`src/rtl/mips_fwd_pkg.sv`:
```
// Shared types and helpers for the store-data forwarding slice.
package mips_fwd_pkg;

  localparam int unsigned REG_ZERO   = 0;
  localparam int unsigned FWD_DWIDTH = 32;
  localparam int unsigned FWD_AWIDTH = 5;

  typedef struct packed {
    logic                  valid;
    logic [FWD_AWIDTH-1:0] rd;
    logic [FWD_DWIDTH-1:0] data;
  } fwd_entry_t;

  function automatic int unsigned clog2(input int unsigned value);
    int unsigned w;
    w = 0;
    for (int unsigned i = 0; i < 32; i++) begin
      if ((32'd1 << i) < value) w = i + 1;
    end
    return w;
  endfunction

endpackage

```
`src/rtl/fwd_hist_entry.sv`:
```
// One writeback history slot: async reset, clear/load controls, tag match.
module fwd_hist_entry #(
  parameter int unsigned DWIDTH = 32,
  parameter int unsigned AWIDTH = 5
) (
  input  logic              clk,
  input  logic              rst,
  input  logic              i_clear,
  input  logic              i_load,
  input  logic              i_valid,
  input  logic [AWIDTH-1:0] i_rd,
  input  logic [DWIDTH-1:0] i_data,
  input  logic [AWIDTH-1:0] i_rt,
  output logic              o_valid,
  output logic [AWIDTH-1:0] o_rd,
  output logic [DWIDTH-1:0] o_data,
  output logic              o_match
);

  logic              r_valid;
  logic [AWIDTH-1:0] r_rd;
  logic [DWIDTH-1:0] r_data;

  always_ff @(posedge clk or posedge rst) begin
    if (rst) begin
      r_valid <= 1'b0;
      r_rd    <= '0;
      r_data  <= '0;
    end else if (i_clear) begin
      r_valid <= 1'b0;
    end else if (i_load) begin
      r_valid <= i_valid;
      r_rd    <= i_rd;
      r_data  <= i_data;
    end
  end

  assign o_valid = r_valid;
  assign o_rd    = r_rd;
  assign o_data  = r_data;
  assign o_match = r_valid && (r_rd == i_rt);

endmodule

```
`src/rtl/store_data_fwd.sv`:
```
// Store-data forwarding: DEPTH-entry writeback history plus live bypass.
// Optional FWD_STATS_EN adds fwd_count / fwd_live forwarding counters.
module store_data_fwd
  import mips_fwd_pkg::*;
#(
  parameter int unsigned DWIDTH = 32,
  parameter int unsigned AWIDTH = 5,
  parameter int unsigned DEPTH  = 2
) (
  input  logic                           clk,
  input  logic                           rst,
  input  logic                           stall,
  input  logic                           flush,
  input  logic                           wb_valid,
  input  logic [AWIDTH-1:0]              wb_rd,
  input  logic [DWIDTH-1:0]              wb_data,
  input  logic                           st_valid,
  input  logic [AWIDTH-1:0]              st_rt,
  input  logic [DWIDTH-1:0]              regdata,
  output logic [DWIDTH-1:0]              out,
  output logic                           fwd_hit,
  output logic [clog2(DEPTH+1)-1:0]      fwd_src
`ifdef FWD_STATS_EN
  ,
  output logic [31:0]                    fwd_count,
  output logic [31:0]                    fwd_live
`endif
);

  localparam int unsigned SRCW = clog2(DEPTH + 1);

  logic              w_wb_rec;
  logic              w_lookup;
  logic              w_valid    [DEPTH];
  logic [AWIDTH-1:0] w_rd       [DEPTH];
  logic [DWIDTH-1:0] w_data     [DEPTH];
  logic              w_match    [DEPTH];
  logic              w_in_valid [DEPTH];
  logic [AWIDTH-1:0] w_in_rd    [DEPTH];
  logic [DWIDTH-1:0] w_in_data  [DEPTH];

  assign w_wb_rec = wb_valid && (wb_rd != AWIDTH'(REG_ZERO));
  assign w_lookup = st_valid && (st_rt != AWIDTH'(REG_ZERO));

  // Entry 0 loads an invalid slot when no qualifying write, so age tracks pipeline distance.
  for (genvar g = 0; g < DEPTH; g++) begin : g_hist
    if (g == 0) begin : g_head
      assign w_in_valid[g] = w_wb_rec;
      assign w_in_rd[g]    = wb_rd;
      assign w_in_data[g]  = wb_data;
    end else begin : g_tail
      assign w_in_valid[g] = w_valid[g-1];
      assign w_in_rd[g]    = w_rd[g-1];
      assign w_in_data[g]  = w_data[g-1];
    end

    fwd_hist_entry #(
      .DWIDTH(DWIDTH),
      .AWIDTH(AWIDTH)
    ) u_entry (
      .clk     (clk),
      .rst     (rst),
      .i_clear (flush),
      .i_load  (!stall),
      .i_valid (w_in_valid[g]),
      .i_rd    (w_in_rd[g]),
      .i_data  (w_in_data[g]),
      .i_rt    (st_rt),
      .o_valid (w_valid[g]),
      .o_rd    (w_rd[g]),
      .o_data  (w_data[g]),
      .o_match (w_match[g])
    );
  end

  // Scan oldest to newest so the newest match overrides; live bypass beats all.
  always_comb begin
    out     = regdata;
    fwd_hit = 1'b0;
    fwd_src = '0;
    if (w_lookup) begin
      for (int unsigned k = DEPTH; k > 0; k--) begin
        if (w_match[k-1]) begin
          out     = w_data[k-1];
          fwd_hit = 1'b1;
          fwd_src = SRCW'(k);
        end
      end
      if (wb_valid && (wb_rd == st_rt)) begin
        out     = wb_data;
        fwd_hit = 1'b1;
        fwd_src = '0;
      end
    end
  end

`ifdef FWD_STATS_EN
  logic [31:0] r_fwd_count;
  logic [31:0] r_fwd_live;

  always_ff @(posedge clk or posedge rst) begin
    if (rst) begin
      r_fwd_count <= '0;
      r_fwd_live  <= '0;
    end else if (st_valid && fwd_hit && !stall) begin
      r_fwd_count <= r_fwd_count + 32'd1;
      if (fwd_src == '0) r_fwd_live <= r_fwd_live + 32'd1;
    end
  end

  assign fwd_count = r_fwd_count;
  assign fwd_live  = r_fwd_live;
`endif

endmodule
```
`config.mk`:
```
export PLATFORM = sky130hd
export DESIGN_NAME = store_data_fwd
export DESIGN_NICKNAME = d
export VERILOG_FILES = /design/src/rtl/mips_fwd_pkg.sv /design/src/rtl/fwd_hist_entry.sv /design/src/rtl/store_data_fwd.sv
export SDC_FILE = /design/constraint.sdc
export NUM_CORES = 1
export LEC_CHECK = 0
export CORE_MARGIN = 2
export CORE_UTILIZATION = 53
export DETAILED_ROUTE_END_ITERATION = 12
export GPL_TIMING_DRIVEN = 0
export PLACE_DENSITY = 0.83
export SKIP_CTS_REPAIR_TIMING = 1
export SLEW_MARGIN = 15
export SYNTH_ARGS = -nofsm -noshare
export SYNTH_HDL_FRONTEND = slang
export SYNTH_SLANG_ARGS = --single-unit
export TNS_END_PERCENT = 30
```
`constraint.sdc`:
```
create_clock -name clk -period 5.5 [get_ports clk]
set_input_delay 1.1 -clock clk [delete_from_list [all_inputs] [get_ports clk]]
set_output_delay 1.1 -clock clk [all_outputs]
set_load 0.005 [all_outputs]
```
==> qor.txt <==
Max Fclk = 203.0 MHz
max-capacitance violation count = 0
Synth Flop Type = dfrtp_1
Nets = 520
met3 Usage GRT = 3.933%
fin cells = 547
Sink Count = 76
Warnings, synthesis = 0
met2 Resource Use GR = 39.94%
Post-Route Setup TNS = 0 ns
Longest Clk Path Bufs = 2
die area = 8843 µm²
EDFF count, synth = 0
count of pins over their slew limit = 0
max incr delay on CP = 0.59 ns
multi-input logic area = 2207 µm²
Fin. Hold Viols = 0
Min Hold Slack = 0.5158 ns
worst skew pair latency = 0.34 ns
Worst slew margin = 54.83%
Sequential Area = 1902 µm²
Worst Path Required = 4.40 ns
CP Class = primary input to output pin
fraction of layout instances using a drive strength above 1 = 37.75%
ant diodes = 0
syn_nets = 394
crit-path max FO = 10
RePlAce Congestion = 0.7952
cell area after layout = 5766 µm²
Area Overhead vs Synth = 34.19%
worst min path class = flip-flop to flip-flop
dpl cells = 531
Die Y = 94.04 µm
total number of vias = 3167
R2R depth = 1
Mapped Area = 4297 µm²
worst path bufs/invs = 3
Static Leak = 0.002169 µW
H-tree Lvls = 3
final total power = 1462 µW
Stages on worst setup path = 8
pwr dens = 253.6 nW/µm²
RSZ-0062 raised after global routing = false
sequential share of the synthesized area = 44.26%
clock slew at the register clock pins of the worst setup and hold paths = 0.07 ns
initial core utilization = 55.03%
worst hold stages = 1
DRT Pass-1 Iters = 4
DR vias/cell = 5.790
Yosys cell types = 27
Iteration-0 DRC Markers = 73
# fillers = 532
GRT Total Usage = 24.09%
Post-Syn Area per Cell = 13.68 µm²
crit path time final = 4.926 ns
DP Area = 5588 µm²
most used cell, CP = clkdlybuf4s50_1
DRT Wirelength = 9899 µm
flops & latches, synth = 76
DRC errors left = 0
delay-heaviest family, CP = buffers and inverters
# rows = 32
Setup violations, final = 0
Clock Skews = 0.008017 ns
critical path data arrival time = 3.83 ns
peak supply drop = 121.6 µV
wire per inst = 18.10 µm
I/O pin total = 115
TritonCTS clock tree = done
Slowest cell on crit path = clkdlybuf4s50_1
worst-margin pin slew = 0.6775 ns
core area = 7807 µm²
IO buf count = 114
global-route wire length before repair = 16700 µm
width of the die = 94.04 µm
busiest grt layer = met2
Post-DP HPWL = 7139 µm
pin count of the biggest net entering global routing = 45
startpoint types = primary input
crit share post-route = 89.56%
M1 GR Usage = 32.81%
CTS Buf Count = 9
crit path cell chain = clkdlybuf4s50_1 > xnor2_1 > nand4_1 > nor2_1 > buf_2 > a221oi_1 > o2bb2ai_1 > clkdlybuf4s50_1
status = finished, final reports clean
Post-Synthesis Cells = 314
initial antenna violation count = 0
CP Capture Type = output pin
vias in the first global route = 3392
Overflow after GRT = 0
Routed Antenna Nets = 0
root buffer cell = clkbuf_8
ys async rst share = 100.0%
[per-stage QoR]
stage	setup slack, ns	util [%]
6_report	0.5742	73.85
5_1_grt	0.4792	73.85
4_1_cts	0.6608	73.85
3_5_place_dp	0.6749	71.57
3_3_place_gp	0.7392	71.28
2_1_floorplan	2.091	-
[layer usage]
layer  part of all wire (%)  wire length [µm]  up-vias
met3                    4.3               425       11
met5                      0                 0        -
li1                       -                 -     1470
met1                     46              4528     1593
met2                     49              4820       93
met4                    1.3               125        0
[registers in the layout, indices dropped and copies added, names as in the netlist]
signal	cells
g_hist.u_entry.o_data	64
g_hist.u_entry.o_rd	10
g_hist.u_entry.o_valid	2
[logic make-up (layout without fill, tap and decap cells)]
| group | after synthesis | count (layout) | share of synthesized area, % |
|---|---|---|---|
| DFF | 76 | 76 | 44.26 |
| buffers and inverters | 30 | 161 | 4.368 |
| AOI/OAI and AO/OA | 101 | 101 | 26.47 |
| xor gates and xnor gates | 15 | 15 | 3.058 |
| and+or+nand+nor | 17 | 17 | 2.213 |
| muxes | 75 | 75 | 19.63 |
[synthesized netlist by cell type, types with 2 or more instances]
cell,n,area (µm²)
xnor2_1,11,96.34
xor2_1,4,35.03
dfrtp_1,76,1902
clkbuf_1,9,33.78
nand4_1,2,12.51
a221oi_1,3,26.28
and3_1,3,18.77
o21ai_0,33,165.2
buf_6,7,78.83
a221oi_2,29,435.4
buf_2,9,45.04
buf_4,3,22.52
o2bb2ai_2,29,435.4
mux2_2,74,833.3
or4_1,2,15.01
nand2_1,2,7.510
o2bb2ai_1,3,26.28
nor2_1,6,22.52
[area by class of cell]
cell class                 count  share of cell area, %
timing repair buffer         115                  20.14
sequential                    76                  32.99
clock buffer                  14                  2.474
tap                          102                  2.214
clock inverter                 2                 0.6076
buffer                        28                  3.125
multi-input combinational    208                  38.28
inverter                       2                 0.1736
[layout by cell type (no fill, tap or decap)]
| master | instances |
|---|---|
| clkdlybuf4s50_1 | 114 |
| dfrtp_1 | 76 |
| mux2_2 | 74 |
| o21ai_0 | 33 |
| a221oi_2 | 29 |
| o2bb2ai_2 | 29 |
| clkbuf_1 | 14 |
| xnor2_1 | 11 |
| buf_2 | 9 |
| clkbuf_8 | 9 |
| buf_6 | 7 |
| nor2_1 | 6 |
| xor2_1 | 4 |
| and3_1 | 3 |
| buf_4 | 3 |
| a221oi_1 | 3 |
| o2bb2ai_1 | 3 |
| nand2_1 | 2 |
| nand4_1 | 2 |
| or4_1 | 2 |
| nor4_2 | 1 |
| o21a_1 | 1 |
| o31ai_4 | 1 |
| a311oi_2 | 1 |
| or2_1 | 1 |
| inv_2 | 1 |
| inv_4 | 1 |
| a21oi_1 | 1 |
| mux2i_1 | 1 |
| bufinv_16 | 1 |
| clkinv_2 | 1 |
| buf_12 | 1 |
[power breakdown]
part,internal [µW],switching (µW),total [µW]
registers,667,82.8,749
logic,205,110,315
clock network,210,187,398
total,1080,380,1460
[path summary, 6_finish.rpt]
check | start | endpoint | slack [ns]
max | st_rt[2] | out[1] | 0.57
min | g_hist[1].u_entry.o_data[31] | g_hist[1].u_entry.o_data[31] | 0.52
max reg2reg | g_hist[0].u_entry.o_data[24] | g_hist[0].u_entry.o_data[24] | 4.70
min reg2reg | g_hist[1].u_entry.o_data[31] | g_hist[1].u_entry.o_data[31] | 0.52
max in group asynchronous | rst | g_hist[1].u_entry.o_rd[3] | 3.82
min in group asynchronous | rst | g_hist[1].u_entry.o_data[21] | 1.11
Note: power is estimated with default switching activity, not from simulation.
